===== src/rtl/prescaled_timer_pkg.sv =====
// prescaled_timer shared types: counting modes and control states.
package prescaled_timer_pkg;

  typedef enum logic [1:0] {
    MODE_FREE     = 2'd0,
    MODE_PERIODIC = 2'd1,
    MODE_ONESHOT  = 2'd2,
    MODE_RSVD     = 2'd3
  } mode_e;

  typedef enum logic [1:0] {
    ST_IDLE = 2'd0,
    ST_RUN  = 2'd1,
    ST_DONE = 2'd2
  } state_e;

  // The reserved encoding behaves exactly like free-run.
  function automatic mode_e norm_mode(input logic [1:0] m);
    mode_e r;
    r = mode_e'(m);
    if (r == MODE_RSVD) r = MODE_FREE;
    return r;
  endfunction

endpackage


===== src/rtl/timer_prescaler.sv =====
// Clock divider for prescaled_timer: tick every presc+1 enabled cycles.
module timer_prescaler
  import prescaled_timer_pkg::*;
#(
  parameter int PRESC_W = 8
) (
  input  logic               clk,
  input  logic               rst,
  input  logic               clr,
  input  logic               en,
  input  logic [PRESC_W-1:0] presc,
  output logic               tick
);

  logic [PRESC_W-1:0] cnt;

  assign tick = en & (cnt == presc);

  // Lowering presc below cnt wraps through 2^PRESC_W before the next tick.
  always_ff @(posedge clk or negedge rst) begin
    if (!rst) begin
      cnt <= '0;
    end else if (clr) begin
      cnt <= '0;
    end else if (en) begin
      cnt <= tick ? '0 : cnt + 1'b1;
    end
  end

endmodule


===== src/rtl/prescaled_timer.sv =====
// Prescaled timer peripheral: free-run / periodic / one-shot, match and ovf.
// Optional capture port set under PRESCALED_TIMER_CAPTURE_EN.
module prescaled_timer
  import prescaled_timer_pkg::*;
#(
  parameter int WIDTH   = 32,
  parameter int PRESC_W = 8
) (
  input  logic               clk,
  input  logic               rst,
  input  logic               start,
  input  logic               stop,
  input  logic               load,
  input  logic [WIDTH-1:0]   load_val,
  input  logic [1:0]         mode,
  input  logic [PRESC_W-1:0] presc,
  input  logic [WIDTH-1:0]   cmp,
`ifdef PRESCALED_TIMER_CAPTURE_EN
  input  logic               cap_trig,
  output logic [WIDTH-1:0]   cap_val,
  output logic               cap_valid,
`endif
  output logic [WIDTH-1:0]   count,
  output logic               running,
  output logic               match,
  output logic               ovf
);

  state_e           state;
  state_e           state_nxt;
  logic [WIDTH-1:0] count_nxt;
  logic             match_nxt;
  logic             ovf_nxt;
  logic             rearm;
  logic             rearm_nxt;
  logic             clr;
  logic             tick;
  logic             tick_go;
  logic             hit;
  logic             all1;
  logic [WIDTH-1:0] inc;
  mode_e            m;

  assign m    = norm_mode(mode);
  assign hit  = (count == cmp);
  assign all1 = &count;
  assign inc  = count + 1'b1;

  assign tick_go = tick & ~load & ~stop;

  timer_prescaler #(
    .PRESC_W(PRESC_W)
  ) u_presc (
    .clk  (clk),
    .rst  (rst),
    .clr  (clr),
    .en   (state == ST_RUN),
    .presc(presc),
    .tick (tick)
  );

  always_ff @(posedge clk or negedge rst) begin
    if (!rst) begin
      state   <= ST_IDLE;
      count   <= '0;
      running <= 1'b0;
      match   <= 1'b0;
      ovf     <= 1'b0;
      rearm   <= 1'b0;
    end else begin
      state   <= state_nxt;
      count   <= count_nxt;
      running <= (state_nxt == ST_RUN);
      match   <= match_nxt;
      ovf     <= ovf_nxt;
      rearm   <= rearm_nxt;
    end
  end

  // rearm lets a one-shot restarted from DONE step past the value it
  // stopped on instead of matching again on the very first tick.
  always_comb begin
    state_nxt = state;
    count_nxt = count;
    match_nxt = 1'b0;
    ovf_nxt   = 1'b0;
    rearm_nxt = rearm;
    clr       = 1'b0;
    if (load) begin
      count_nxt = load_val;
      clr       = 1'b1;
      rearm_nxt = 1'b0;
    end
    if (state == ST_RUN && stop) begin
      state_nxt = ST_IDLE;
      clr       = 1'b1;
    end else if (start && !load && state != ST_RUN) begin
      state_nxt = ST_RUN;
      clr       = 1'b1;
      rearm_nxt = (state == ST_DONE);
    end
    if (tick_go) begin
      rearm_nxt = 1'b0;
      unique case (1'b1)
        (m == MODE_PERIODIC): begin
          if (hit) begin
            count_nxt = '0;
            match_nxt = 1'b1;
          end else begin
            count_nxt = inc;
            ovf_nxt   = all1;
          end
        end
        (m == MODE_ONESHOT): begin
          if (hit && !rearm) begin
            match_nxt = 1'b1;
            state_nxt = ST_DONE;
            clr       = 1'b1;
          end else begin
            count_nxt = inc;
            ovf_nxt   = all1;
          end
        end
        default: begin
          count_nxt = inc;
          match_nxt = hit;
          ovf_nxt   = all1;
        end
      endcase
    end
  end

`ifdef PRESCALED_TIMER_CAPTURE_EN
  always_ff @(posedge clk or negedge rst) begin
    if (!rst) begin
      cap_val   <= '0;
      cap_valid <= 1'b0;
    end else begin
      cap_valid <= cap_trig;
      if (cap_trig) cap_val <= count;
    end
  end
`endif

endmodule


===== config.mk =====
export PLATFORM = sky130hd
export DESIGN_NAME = prescaled_timer
export DESIGN_NICKNAME = d
export VERILOG_FILES = /design/src/rtl/prescaled_timer_pkg.sv /design/src/rtl/timer_prescaler.sv /design/src/rtl/prescaled_timer.sv
export SDC_FILE = /design/constraint.sdc
export NUM_CORES = 1
export LEC_CHECK = 0
export ABC_CLOCK_PERIOD_IN_PS = 2200
export CAP_MARGIN = 10
export CORE_ASPECT_RATIO = 0.9
export CORE_MARGIN = 1.5
export CORE_UTILIZATION = 42
export CTS_BUF_LIST = sky130_fd_sc_hd__clkbuf_16
export DETAILED_ROUTE_END_ITERATION = 12
export DONT_BUFFER_PORTS = 1
export PLACE_DENSITY = 0.69
export SETUP_SLACK_MARGIN = 0.5
export SYNTH_ARGS = -nofsm -noshare
export SYNTH_HDL_FRONTEND = slang
export SYNTH_SLANG_ARGS = --single-unit

===== constraint.sdc =====
create_clock -name clk -period 2.2 [get_ports clk]
set_clock_uncertainty 0.05 [all_clocks]
set_input_delay 0.44 -clock clk [delete_from_list [all_inputs] [get_ports clk]]
set_output_delay 0.44 -clock clk [all_outputs]
set_load 0.03 [all_outputs]

==> results of run 1 <==
[through the flow]
stage	TNS, ns	worst slack (ns)	utilization [%]	instance area (sq um)
2_1_floorplan	-0.557	-0.143	-	3420
3_3_place_gp	-0.453	-0.0816	52.1	3930
3_5_place_dp	-1.49	-0.129	52.1	3930
4_1_cts	-0.105	-0.0246	60.3	4550
5_1_grt	-5.67	-0.218	61.9	4670
6_report	-2.69	-0.136	61.9	4670
[state kept, by name, summed over array words and instances, names as in the netlist]
| signal | cells |
|---|---|
| count | 32 |
| state | 2 |
| rearm | 1 |
| u_presc.cnt | 8 |
| ovf | 1 |
| match | 1 |
| running | 1 |
[how the worst max path moves through the flow]
stage / endpoint / slack [ns]
3_3_place_gp: count[25]$_DFF_PN0_ / -0.08
6_report: count[21]$_DFF_PN0_ / -0.14
5_1_grt: count[24]$_DFF_PN0_ / -0.22
3_5_place_dp: count[21]$_DFF_PN0_ / -0.13
4_1_cts: count[24]$_DFF_PN0_ / -0.02
2_1_floorplan: count[29]$_DFF_PN0_ / -0.14
[synthesized netlist by cell type (all sizes together), types with 2 or more instances]
| cell type | number | area (sq um) |
|---|---|---|
| ha | 4 | 50.1 |
| or4 | 2 | 22.5 |
| a22oi | 25 | 188 |
| or2 | 4 | 25.0 |
| clkbuf | 11 | 43.8 |
| buf | 9 | 43.8 |
| xnor2 | 37 | 324 |
| nand4 | 14 | 87.6 |
| dfrtp | 46 | 1150 |
| mux2 | 2 | 22.5 |
| a221oi | 2 | 17.5 |
| a222oi | 2 | 20.0 |
| a211oi | 4 | 30.0 |
| nor2b | 3 | 18.8 |
| nand2 | 55 | 206 |
| nand3 | 20 | 105 |
| nor3 | 10 | 55.1 |
| nor2 | 35 | 131 |
| or3 | 3 | 18.8 |
| nand2b | 3 | 26.3 |
| and2 | 15 | 93.8 |
| inv | 10 | 37.5 |
| a21oi | 3 | 15.0 |
| and3 | 4 | 25.0 |
| xor2 | 14 | 123 |
| nor4 | 5 | 43.8 |
| nor3b | 2 | 15.0 |
| o21ai | 34 | 170 |
| and4 | 3 | 26.3 |
[cell type report]
class | instances | area [sq um] | area share (%)
tap | 96 | 120 | 2.57
clock inverter | 3 | 63.8 | 1.37
sequential | 46 | 1170 | 25.1
clock buffer | 5 | 125 | 2.68
multi-input combinational | 319 | 2410 | 51.7
inverter | 10 | 37.5 | 0.804
timing repair buffer | 83 | 738 | 15.8
[kinds of logic after synthesis]
| family | after synthesis | share of synthesized area [%] |
|---|---|---|
| AOI/OAI and AO/OA | 81 | 16.4 |
| adders and majority gates | 4 | 1.54 |
| muxes | 2 | 0.692 |
| xor gates and xnor gates | 51 | 13.7 |
| and+or+nand+nor | 181 | 28.4 |
| DFF | 46 | 35.4 |
| buffers and inverters | 30 | 3.84 |
[layer usage]
metal,GRT usage [%],wire length (um)
met5,0,0
met4,9.63,372
met2,41.8,5010
met1,33.1,4530
met3,8.16,894
[power by group]
part | internal, mW | switching [mW] | total (mW)
clock network | 0.648 | 0.346 | 0.994
logic | 0.348 | 0.454 | 0.802
registers | 0.921 | 0.0901 | 1.01
[what timing repair did]
| item | 4_1_cts | 5_1_grt |
|---|---|---|
| buffers inserted | 8 | 3 |
| setup endpoints to repair | 45 | 45 |
| resized for setup | 70 | 18 |
| endpoints found under the hold margin | 46 | 0 |
| gates cloned | 2 | 0 |
| pin swaps | 13 | 5 |
| hold buffers | 2 | 0 |
==> run_results.csv, run 1 <==
group,metric,value,unit
logic_synthesis,synth_cells,395,
finish,drive_gt1_share,40.3,%
critical_path,reg2regPathDepth,8,
critical_path,crit_chain,"xnor2_1 -> nand4_1 -> nor4_4 -> a21boi_1 -> o311a_4 -> buf_12 -> a221oi_2 -> nor2_1",
clocking,cts_buffers,5,
critical_path,crit_slowest_cell,"dfrtp_1",
timing,relSlewSlack,70.5,%
critical_path,path_class,"reg2reg",
timing,setup-violations-final,36,
critical_path,cp_num_buf_inv,1,
timing,holdWs,0.180,ns
hold_path,whs_path_depth,1,
pwr,ir_drop,0.446,mV
logic_synthesis,synth_warnings,0,
hold_path,whs_endpoint,"rearm$_DFF_PN0_",
logic_synthesis,yosysSeqAreaShare,35.4,%
run_status,violations,"negative setup slack",
pwr,power_density,601,mW/mm^2
critical_path,reg2reg_setup_slack,-0.14,ns
critical_path,r2r_start,"count[14]$_DFF_PN0_",
detailed_routing,routed-via-count,3258,
timing,fmax,428,MHz
die,num_rows,30,
timing,period_share,106,%
logic_synthesis,syn_area_per_cell,8.24,sq um
critical_path,crit_family,"compound AO/OA/AOI/OAI gates",
detailed_routing,vias_per_cell,5.80,
logic_synthesis,synth_nets,478,
finish,antenna_cells,0,
die,die_w,95.8,um
global_route,grtUsageTotal,26.2,%
global_route,grt_pass1_wl,16600,um
logic_synthesis,async_reset_ff_share,100,%
global_route,grt_pass1_vias,3305,
critical_path,startpoint,"count[14]$_DFF_PN0_",
logic_synthesis,syn_area,0.00326,sq mm
clocking,htreeDepth,2,
detailed_routing,drtPass1Iterations,6,
detailed_routing,drtAntennaViolNets,0,
hold_path,hold_class,"in2reg",
timing,rsz0062_at_grt,"true",
hold_path,worstHoldStart,"load",
die,die_y,86.5,um
logic_synthesis,synth_ff_type,"dfrtp_1",
finish,final_cell_mix,"65 x buf_4, 54 x nand2_1, 34 x nor2_1",
pwr,p_leak,1.96,nW
critical_path,start_kind,"register",
clocking,root_buffer,"clkbuf_16",
finish,nFillCells,630,
timing,slew_viol_final,0,
critical_path,slowest_delay,0.45,ns
global_route,antenna_found_initial,0,
critical_path,cp_max_fo,7,
placement,place.gp.congestion,0.910,
placement,dp_cells,539,
clocking,path_clk_slew,0.07,ns
logic_synthesis,synth_seq_cells,46,
detailed_routing,drt_iter0_markers,194,
job,max-cap-violations,0,
clocking,clk_latency,0.29,ns
die,dieArea,0.00829,sq mm
finish,syn2layout_area_growth,43.4,%
die,io_pins,114,
timing,hold_violations,0,
detailed_routing,totalWireLength,10800,um
global_route,grt_overflow_total,0,
critical_path,required,2.33,ns
clocking,cts_tree,"yes",
clocking,cts_buffer_depth,2,
timing,setup_slack,-0.136,ns
finish,layout.nets,548,
logic_synthesis,synth_cell_types,52,
detailed_routing,drc,0,
logic_synthesis,synth_edf_count,0,
detailed_routing,wl_per_cell,19.2,um
placement,portBuffers,0,
placement,place_hpwl,7670,um
critical_path,end_kind,"register",
timing,finalCriticalPeriod,2.34,ns
finish,final_cells,562,
critical_path,critical_path_depth,8,
run_status,outcome,"finished with violations",
critical_path,arrival,2.47,ns
finish,final_common_cell,"buf_4",
timing,worst_pin_slew,0.440,ns
critical_path,worstReg2RegEnd,"count[21]$_DFF_PN0_",
pwr,p_total,2.81,mW
clocking,clkSinkCount,46,
global_route,grt_max_degree,47,
die,start_util,43.2,%
die,core_area,0.00754,sq mm
Power figures use the tool's default switching activity.
==> run 2: changes to the inputs <==
--- a/config.mk
+++ b/config.mk
@@ -5,7 +5,7 @@
 export SDC_FILE = /design/constraint.sdc
 export NUM_CORES = 1
 export LEC_CHECK = 0
-export ABC_CLOCK_PERIOD_IN_PS = 2200
+export ABC_CLOCK_PERIOD_IN_PS = 2540
 export CAP_MARGIN = 10
 export CORE_ASPECT_RATIO = 0.9
 export CORE_MARGIN = 1.5
@@ -13,7 +13,7 @@
 export CTS_BUF_LIST = sky130_fd_sc_hd__clkbuf_16
 export DETAILED_ROUTE_END_ITERATION = 12
 export DONT_BUFFER_PORTS = 1
-export PLACE_DENSITY = 0.69
+export PLACE_DENSITY = 0.66
 export SETUP_SLACK_MARGIN = 0.5
 export SYNTH_ARGS = -nofsm -noshare
 export SYNTH_HDL_FRONTEND = slang
==> constraint.sdc (replaced) <==
create_clock -name clk -period 2.54 [get_ports clk]
set_clock_uncertainty 0.05 [all_clocks]
set_input_delay 0.508 -clock clk [delete_from_list [all_inputs] [get_ports clk]]
set_output_delay 0.508 -clock clk [all_outputs]
set_load 0.03 [all_outputs]
==> run 2 against run 1 <==
  * The flow now finishes without violations
  * Combinational power decreased by 18%
  * Final area is 3.9% lower
  * Critical path depth unchanged
  * Flip-flop and latch count unchanged
  * Largest power group unchanged
==> run_results.csv, run 2 (synthesized netlist as in run 1, its figures left out) <==
group,metric,value,unit
detailed_routing,drc,0,
pwr,clkPwrFrac,33.1,%
placement,place.gp.congestion,0.828,
timing,slew_viol_final,0,
finish,largestRegisters,"count x32, u_presc.cnt x8, state x2",
finish,layout.nets,534,
placement,dp_cells,517,
clocking,clkSinkCount,46,
placement,place_hpwl,7340,um
finish,largest_reg_flops,32,
timing,worst_pin_slew,0.867,ns
pwr,p_leak,1.86,nW
global_route,grt_max_degree,47,
critical_path,crit_chain,"xnor2_2 -> nand4_1 -> nor4_4 -> a21boi_2 -> o311a_4 -> buf_8 -> a221oi_2 -> nor2_1",
finish,nFillCells,653,
die,die_y,86.5,um
pwr,intPower,1.54,mW
detailed_routing,drtAntennaViolNets,0,
clocking,clk_latency,0.29,ns
clocking,root_buffer,"clkbuf_16",
finish,antenna_cells,0,
pwr,power_density,510,mW/mm^2
timing,hold_violations,0,
die,core_area,0.00754,sq mm
pwr,p_comb_share,28.7,%
die,io_pins,114,
pwr,ir_drop,0.276,mV
clocking,path_clk_slew,0.07,ns
pwr,switching_power,0.753,mW
die,start_util,43.2,%
pwr,power_frac_seq,38.2,%
critical_path,arrival,2.45,ns
hold_path,hold_class,"in2async",
finish,final_cell_mix,"57 x buf_4, 54 x nand2_1, 35 x nor2_1",
timing,relSlewSlack,41.8,%
timing,fmax,430,MHz
job,max-cap-violations,0,
placement,portBuffers,0,
timing,period_share,91.5,%
timing,setup-violations-final,0,
placement,placed_area,0.00373,sq mm
critical_path,cp_max_fo,7,
global_route,grt_overflow_total,0,
finish,syn2layout_area_growth,37.9,%
critical_path,end_kind,"register",
detailed_routing,totalWireLength,10400,um
critical_path,path_class,"reg2reg",
die,dieArea,0.00829,sq mm
run_status,outcome,"finished clean",
detailed_routing,routed-via-count,3186,
global_route,antenna_found_initial,1,
finish,drive_gt1_share,36.9,%
timing,rsz0062_at_grt,"true",
timing,tns,0,ns
clocking,htreeDepth,2,
finish,fin_area,0.00449,sq mm
global_route,grt_pass1_vias,3019,
clocking,cts_buffers,5,
critical_path,start_kind,"register",
finish,final_common_cell,"buf_4",
finish,top_register,"count",
critical_path,crit_slowest_cell,"dfrtp_2",
pwr,switching_share,32.8,%
detailed_routing,vias_per_cell,5.81,
detailed_routing,drtPass1Iterations,4,
die,die_w,95.8,um
finish,final_cells,548,
global_route,grtUsageTotal,24.8,%
timing,finalCriticalPeriod,2.32,ns
clocking,cts_buffer_depth,2,
die,num_rows,30,
critical_path,slowest_delay,0.44,ns
clocking,cts_tree,"yes",
critical_path,required,2.66,ns
global_route,grt_pass1_wl,15600,um
detailed_routing,wl_per_cell,19.0,um
detailed_routing,drt_iter0_markers,162,
-- run 2: critical path: cells and delay by family, from the launching register on --
kind	cells	cell delay [ns]
AO/OA/AOI/OAI	3	0.73
XOR/XNOR	1	0.20
buffers and inverters	1	0.15
flip-flops	1	0.44
AND/OR/NAND/NOR	3	0.64
-- run 2: cell type report --
cell class              count  area [sq um]  area share (%)
clock buffers               5           125            2.79
clock inverters             3          45.0            1.00
inverters                  10          37.5           0.836
multi-input cells         319          2370            52.9
flip-flops and latches     46          1170            26.2
well taps                  96           120            2.68
repair buffers             69           612            13.6
-- run 2: metrics by stage --
| step | setup WS, ns | power (mW) | hold slack, ns | util, % |
|---|---|---|---|---|
| 2_1_floorplan | 0.197 | 1.28 | 0.162 | - |
| 3_3_place_gp | 0.104 | 1.42 | 0.165 | 49.5 |
| 3_5_place_dp | 0.0572 | 1.43 | 0.164 | 49.5 |
| 4_1_cts | 0.265 | 2.26 | 0.0235 | 56.0 |
| 5_1_grt | 0.117 | 2.39 | 0.0274 | 59.5 |
| 6_report | 0.215 | 2.29 | 0.0194 | 59.5 |
-- run 2: per-layer routing --
metal  vias up  track usage, %  part of all wire [%]  routed length (um)
met5         -               0                 0.096                  10
met4         2            5.08                  0.69                  72
li1       1507               -                     -                   -
met2       121            40.5                    49                5080
met1      1547            32.5                    42                4390
met3         9            7.63                   8.2                 849
-- run 2: worst paths after layout --
kind | depth (start not counted) | slack, ns | endpoint | start
worst max register to register | 8 | 0.22 | count[25]$_DFF_PN0_ | count[3]$_DFF_PN0_
worst min-delay path | 1 | 0.02 | u_presc.cnt[4]$_DFFE_PN0P_ | rst
max in group asynchronous | 1 | 2.19 | count[20]$_DFF_PN0_ | rst
worst max-delay path | 8 | 0.22 | count[25]$_DFF_PN0_ | count[3]$_DFF_PN0_
worst min register to register | 1 | 0.47 | u_presc.cnt[6]$_DFFE_PN0P_ | u_presc.cnt[6]$_DFFE_PN0P_
min in group clk | 1 | 0.25 | rearm$_DFF_PN0_ | load
-- run 2: repair_timing --
action | 4_1_cts | 5_1_grt
gates cloned | 2 | 0
pin swaps | 15 | 23
hold buffers | 1 | 0
hold endpoints to repair | 46 | 0
setup endpoints to repair | 36 | 40
gates resized for setup | 29 | 45
buffers inserted | 14 | 6
-- run 2: power by group through the flow --
stage / Sequential (mW) / Combinational [mW] / Clock, mW
2_1_floorplan: 0.994 / 0.289 / 0
3_3_place_gp: 0.885 / 0.532 / 0
3_5_place_dp: 0.888 / 0.540 / 0
4_1_cts: 0.870 / 0.620 / 0.773
6_report: 0.875 / 0.657 / 0.759
5_1_grt: 0.884 / 0.705 / 0.806
==> run 3: changes to the inputs <==
--- a/config.mk
+++ b/config.mk
@@ -9,11 +9,11 @@
 export CAP_MARGIN = 10
 export CORE_ASPECT_RATIO = 0.9
 export CORE_MARGIN = 1.5
-export CORE_UTILIZATION = 42
+export CORE_UTILIZATION = 44
 export CTS_BUF_LIST = sky130_fd_sc_hd__clkbuf_16
 export DETAILED_ROUTE_END_ITERATION = 12
 export DONT_BUFFER_PORTS = 1
-export PLACE_DENSITY = 0.66
+export PLACE_DENSITY = 0.69
 export SETUP_SLACK_MARGIN = 0.5
 export SYNTH_ARGS = -nofsm -noshare
 export SYNTH_HDL_FRONTEND = slang
==> run 3 against run 2 <==
  * Largest power group unchanged
  * Utilization increased by 2.4 points
  * Final area down 1.9%
  * Clock power decreased by 15%
  * Combinational power increased by 0.8%
  * Non-clock buffer count grew 6
  * Clock-buffer cell count unchanged
  * Die area shrank 4.4%
  * First-iteration DRC count is 35% higher
  * Final cell count up 0.55%
  * Critical path depth is 2 higher
  * Power is 5.2% lower
==> run_results.csv, run 3 (synthesized netlist as in run 1, its figures left out) <==
group,metric,value,unit
run_status,outcome,"finished clean",
timing,tns,0,ns
pwr,switching_power,0.739,mW
finish,final_common_cell,"buf_4",
detailed_routing,vias_per_cell,5.83,
critical_path,reg2reg_setup_slack,0.21,ns
pwr,power_density,493,mW/mm^2
hold_path,hold_class,"in2async",
detailed_routing,drtPass1Iterations,4,
finish,largestRegisters,"count x32, u_presc.cnt x8, state x2",
pwr,ir_drop,0.310,mV
clocking,clkSinkCount,46,
finish,largest_reg_flops,32,
pwr,intPower,1.43,mW
finish,nFillCells,619,
clocking,cts_buffer_depth,2,
critical_path,crit_chain,"xnor2_2 -> nand4_1 -> nor4_2 -> buf_4 -> nand4b_1 -> a21oi_2 -> buf_6 -> clkbuf_16 -> a211oi_2 -> nor2_1",
detailed_routing,wl_met1,4600,um
critical_path,required,2.71,ns
finish,drive_gt1_share,32.3,%
critical_path,slowest_delay,0.42,ns
timing,relSlewSlack,43.8,%
placement,place_hpwl,7350,um
finish,seqCellArea,0.00117,sq mm
pwr,clkPwrFrac,29.5,%
die,die_w,93.7,um
clocking,clk_latency,0.29,ns
die,io_pins,114,
clocking,cts_tree,"yes",
critical_path,start_kind,"register",
pwr,power_frac_seq,40.0,%
critical_path,cp_max_fo,10,
critical_path,r2r_start,"count[30]$_DFF_PN0_",
die,start_util,45.8,%
timing,setup-violations-final,0,
global_route,grt_pass1_vias,3135,
placement,portBuffers,0,
detailed_routing,wl_met3,1050,um
detailed_routing,totalWireLength,10800,um
pwr,p_leak,1.82,nW
detailed_routing,met2_length,5000,um
clocking,cts_buffers,5,
global_route,antenna_found_initial,0,
finish,top_register,"count",
clocking,path_clk_slew,0.07,ns
timing,slew_viol_final,0,
global_route,grtUsageTotal,26.0,%
die,dieArea,0.00792,sq mm
detailed_routing,drt_iter0_markers,218,
global_route,grt_pass1_wl,16100,um
clocking,root_buffer,"clkbuf_16",
finish,antenna_cells,0,
timing,hold_violations,0,
die,core_area,0.00711,sq mm
placement,place.gp.congestion,0.878,
timing,rsz0062_at_grt,"true",
global_route,grt_max_degree,47,
detailed_routing,wl_per_cell,19.6,um
detailed_routing,drtAntennaViolNets,0,
finish,syn2layout_area_growth,35.3,%
critical_path,end_kind,"register",
global_route,grt_overflow_total,0,
critical_path,arrival,2.50,ns
detailed_routing,routed-via-count,3212,
pwr,switching_share,34.0,%
finish,final_cell_mix,"61 x buf_4, 54 x nand2_1, 35 x nor2_1",
job,max-cap-violations,0,
critical_path,worstReg2RegEnd,"count[21]$_DFF_PN0_",
detailed_routing,highest_layer,"met4",
critical_path,path_class,"reg2reg",
clocking,htreeDepth,2,
timing,fmax,429,MHz
finish,multi_input_area,0.00227,sq mm
detailed_routing,drc,0,
timing,finalCriticalPeriod,2.33,ns
die,num_rows,29,
critical_path,crit_slowest_cell,"dfrtp_1",
timing,worst_pin_slew,0.837,ns
critical_path,reg2regPathDepth,10,
timing,period_share,91.7,%
pwr,p_comb_share,30.5,%
die,die_y,84.6,um
pwr,p_total,2.17,mW
finish,layout.nets,540,
[run 3: changes by cell type in the layout (fill, tap and decap cells not counted), moves of 3 or more]
cell and change:
buf_4 +4, clkinv_1 +3, nor4_2 +3, a22oi_1 +12
nand3_2 -4, a22oi_2 -12, nand3_4 +3
[run 3: power groups by stage]
stage	logic [mW]	registers [mW]	clock network (mW)
2_1_floorplan	0.289	0.994	0
3_3_place_gp	0.538	0.879	0
3_5_place_dp	0.543	0.882	0
4_1_cts	0.620	0.868	0.647
5_1_grt	0.709	0.876	0.690
6_report	0.662	0.869	0.642
[run 3: worst max path at each step]
stage / from / to / slack [ns] / cells past startpoint
3_3_place_gp: cmp[5] / count[25]$_DFF_PN0_ / 0.13 / 8
3_5_place_dp: cmp[5] / count[25]$_DFF_PN0_ / 0.11 / 8
6_report: count[30]$_DFF_PN0_ / count[21]$_DFF_PN0_ / 0.21 / 10
4_1_cts: count[9]$_DFF_PN0_ / count[29]$_DFF_PN0_ / 0.36 / 7
5_1_grt: count[30]$_DFF_PN0_ / count[4]$_DFF_PN0_ / 0.09 / 10
2_1_floorplan: count[11]$_DFF_PN0_ / count[29]$_DFF_PN0_ / 0.20 / 8
[run 3: cell type report]
type | instances | share of cell area (%)
Clock buffer | 5 | 2.84
Timing Repair Buffer | 75 | 15.3
Multi-Input combinational cell | 319 | 51.5
Tap cell | 93 | 2.64
Sequential cell | 46 | 26.6
Inverter | 10 | 0.852
Clock inverter | 3 | 0.256
[run 3: metal layers]
layer | vias up | global-route usage [%]
li1 | 1526 | -
met1 | 1530 | 35.2
met2 | 140 | 40.0
met3 | 16 | 9.15
met4 | 0 | 6.11
met5 | - | 0
[run 3: worst max-delay path, delay by kind of cell (launching register included)]
family | cells | cell delay (ns)
AND/OR/NAND/NOR | 4 | 0.79
flip-flops | 1 | 0.42
buffers and inverters | 3 | 0.51
XOR/XNOR | 1 | 0.23
AO/OA/AOI/OAI | 2 | 0.28
[run 3: metrics by stage]
step | instance area, sq um | setup slack (ns) | hold slack [ns] | util [%] | std cells
detailed placement | 3710 | 0.108 | 0.164 | 52.1 | 511
CTS | 4210 | 0.358 | 0.0321 | 59.1 | 543
finish | 4400 | 0.211 | 0.0222 | 61.9 | 551
global placement | 3710 | 0.131 | 0.165 | 52.1 | 511
global route | 4400 | 0.0929 | 0.0315 | 61.9 | 551
floorplan | 3410 | 0.197 | 0.162 | - | 395
[run 3: repair_timing]
action	in CTS	in global routing
endpoints found under the hold margin	46	0
setup buffers	23	6
pin swaps	13	16
setup endpoints to repair	37	45
hold buffers	1	0
gates resized for setup	31	20
gates cloned	0	2
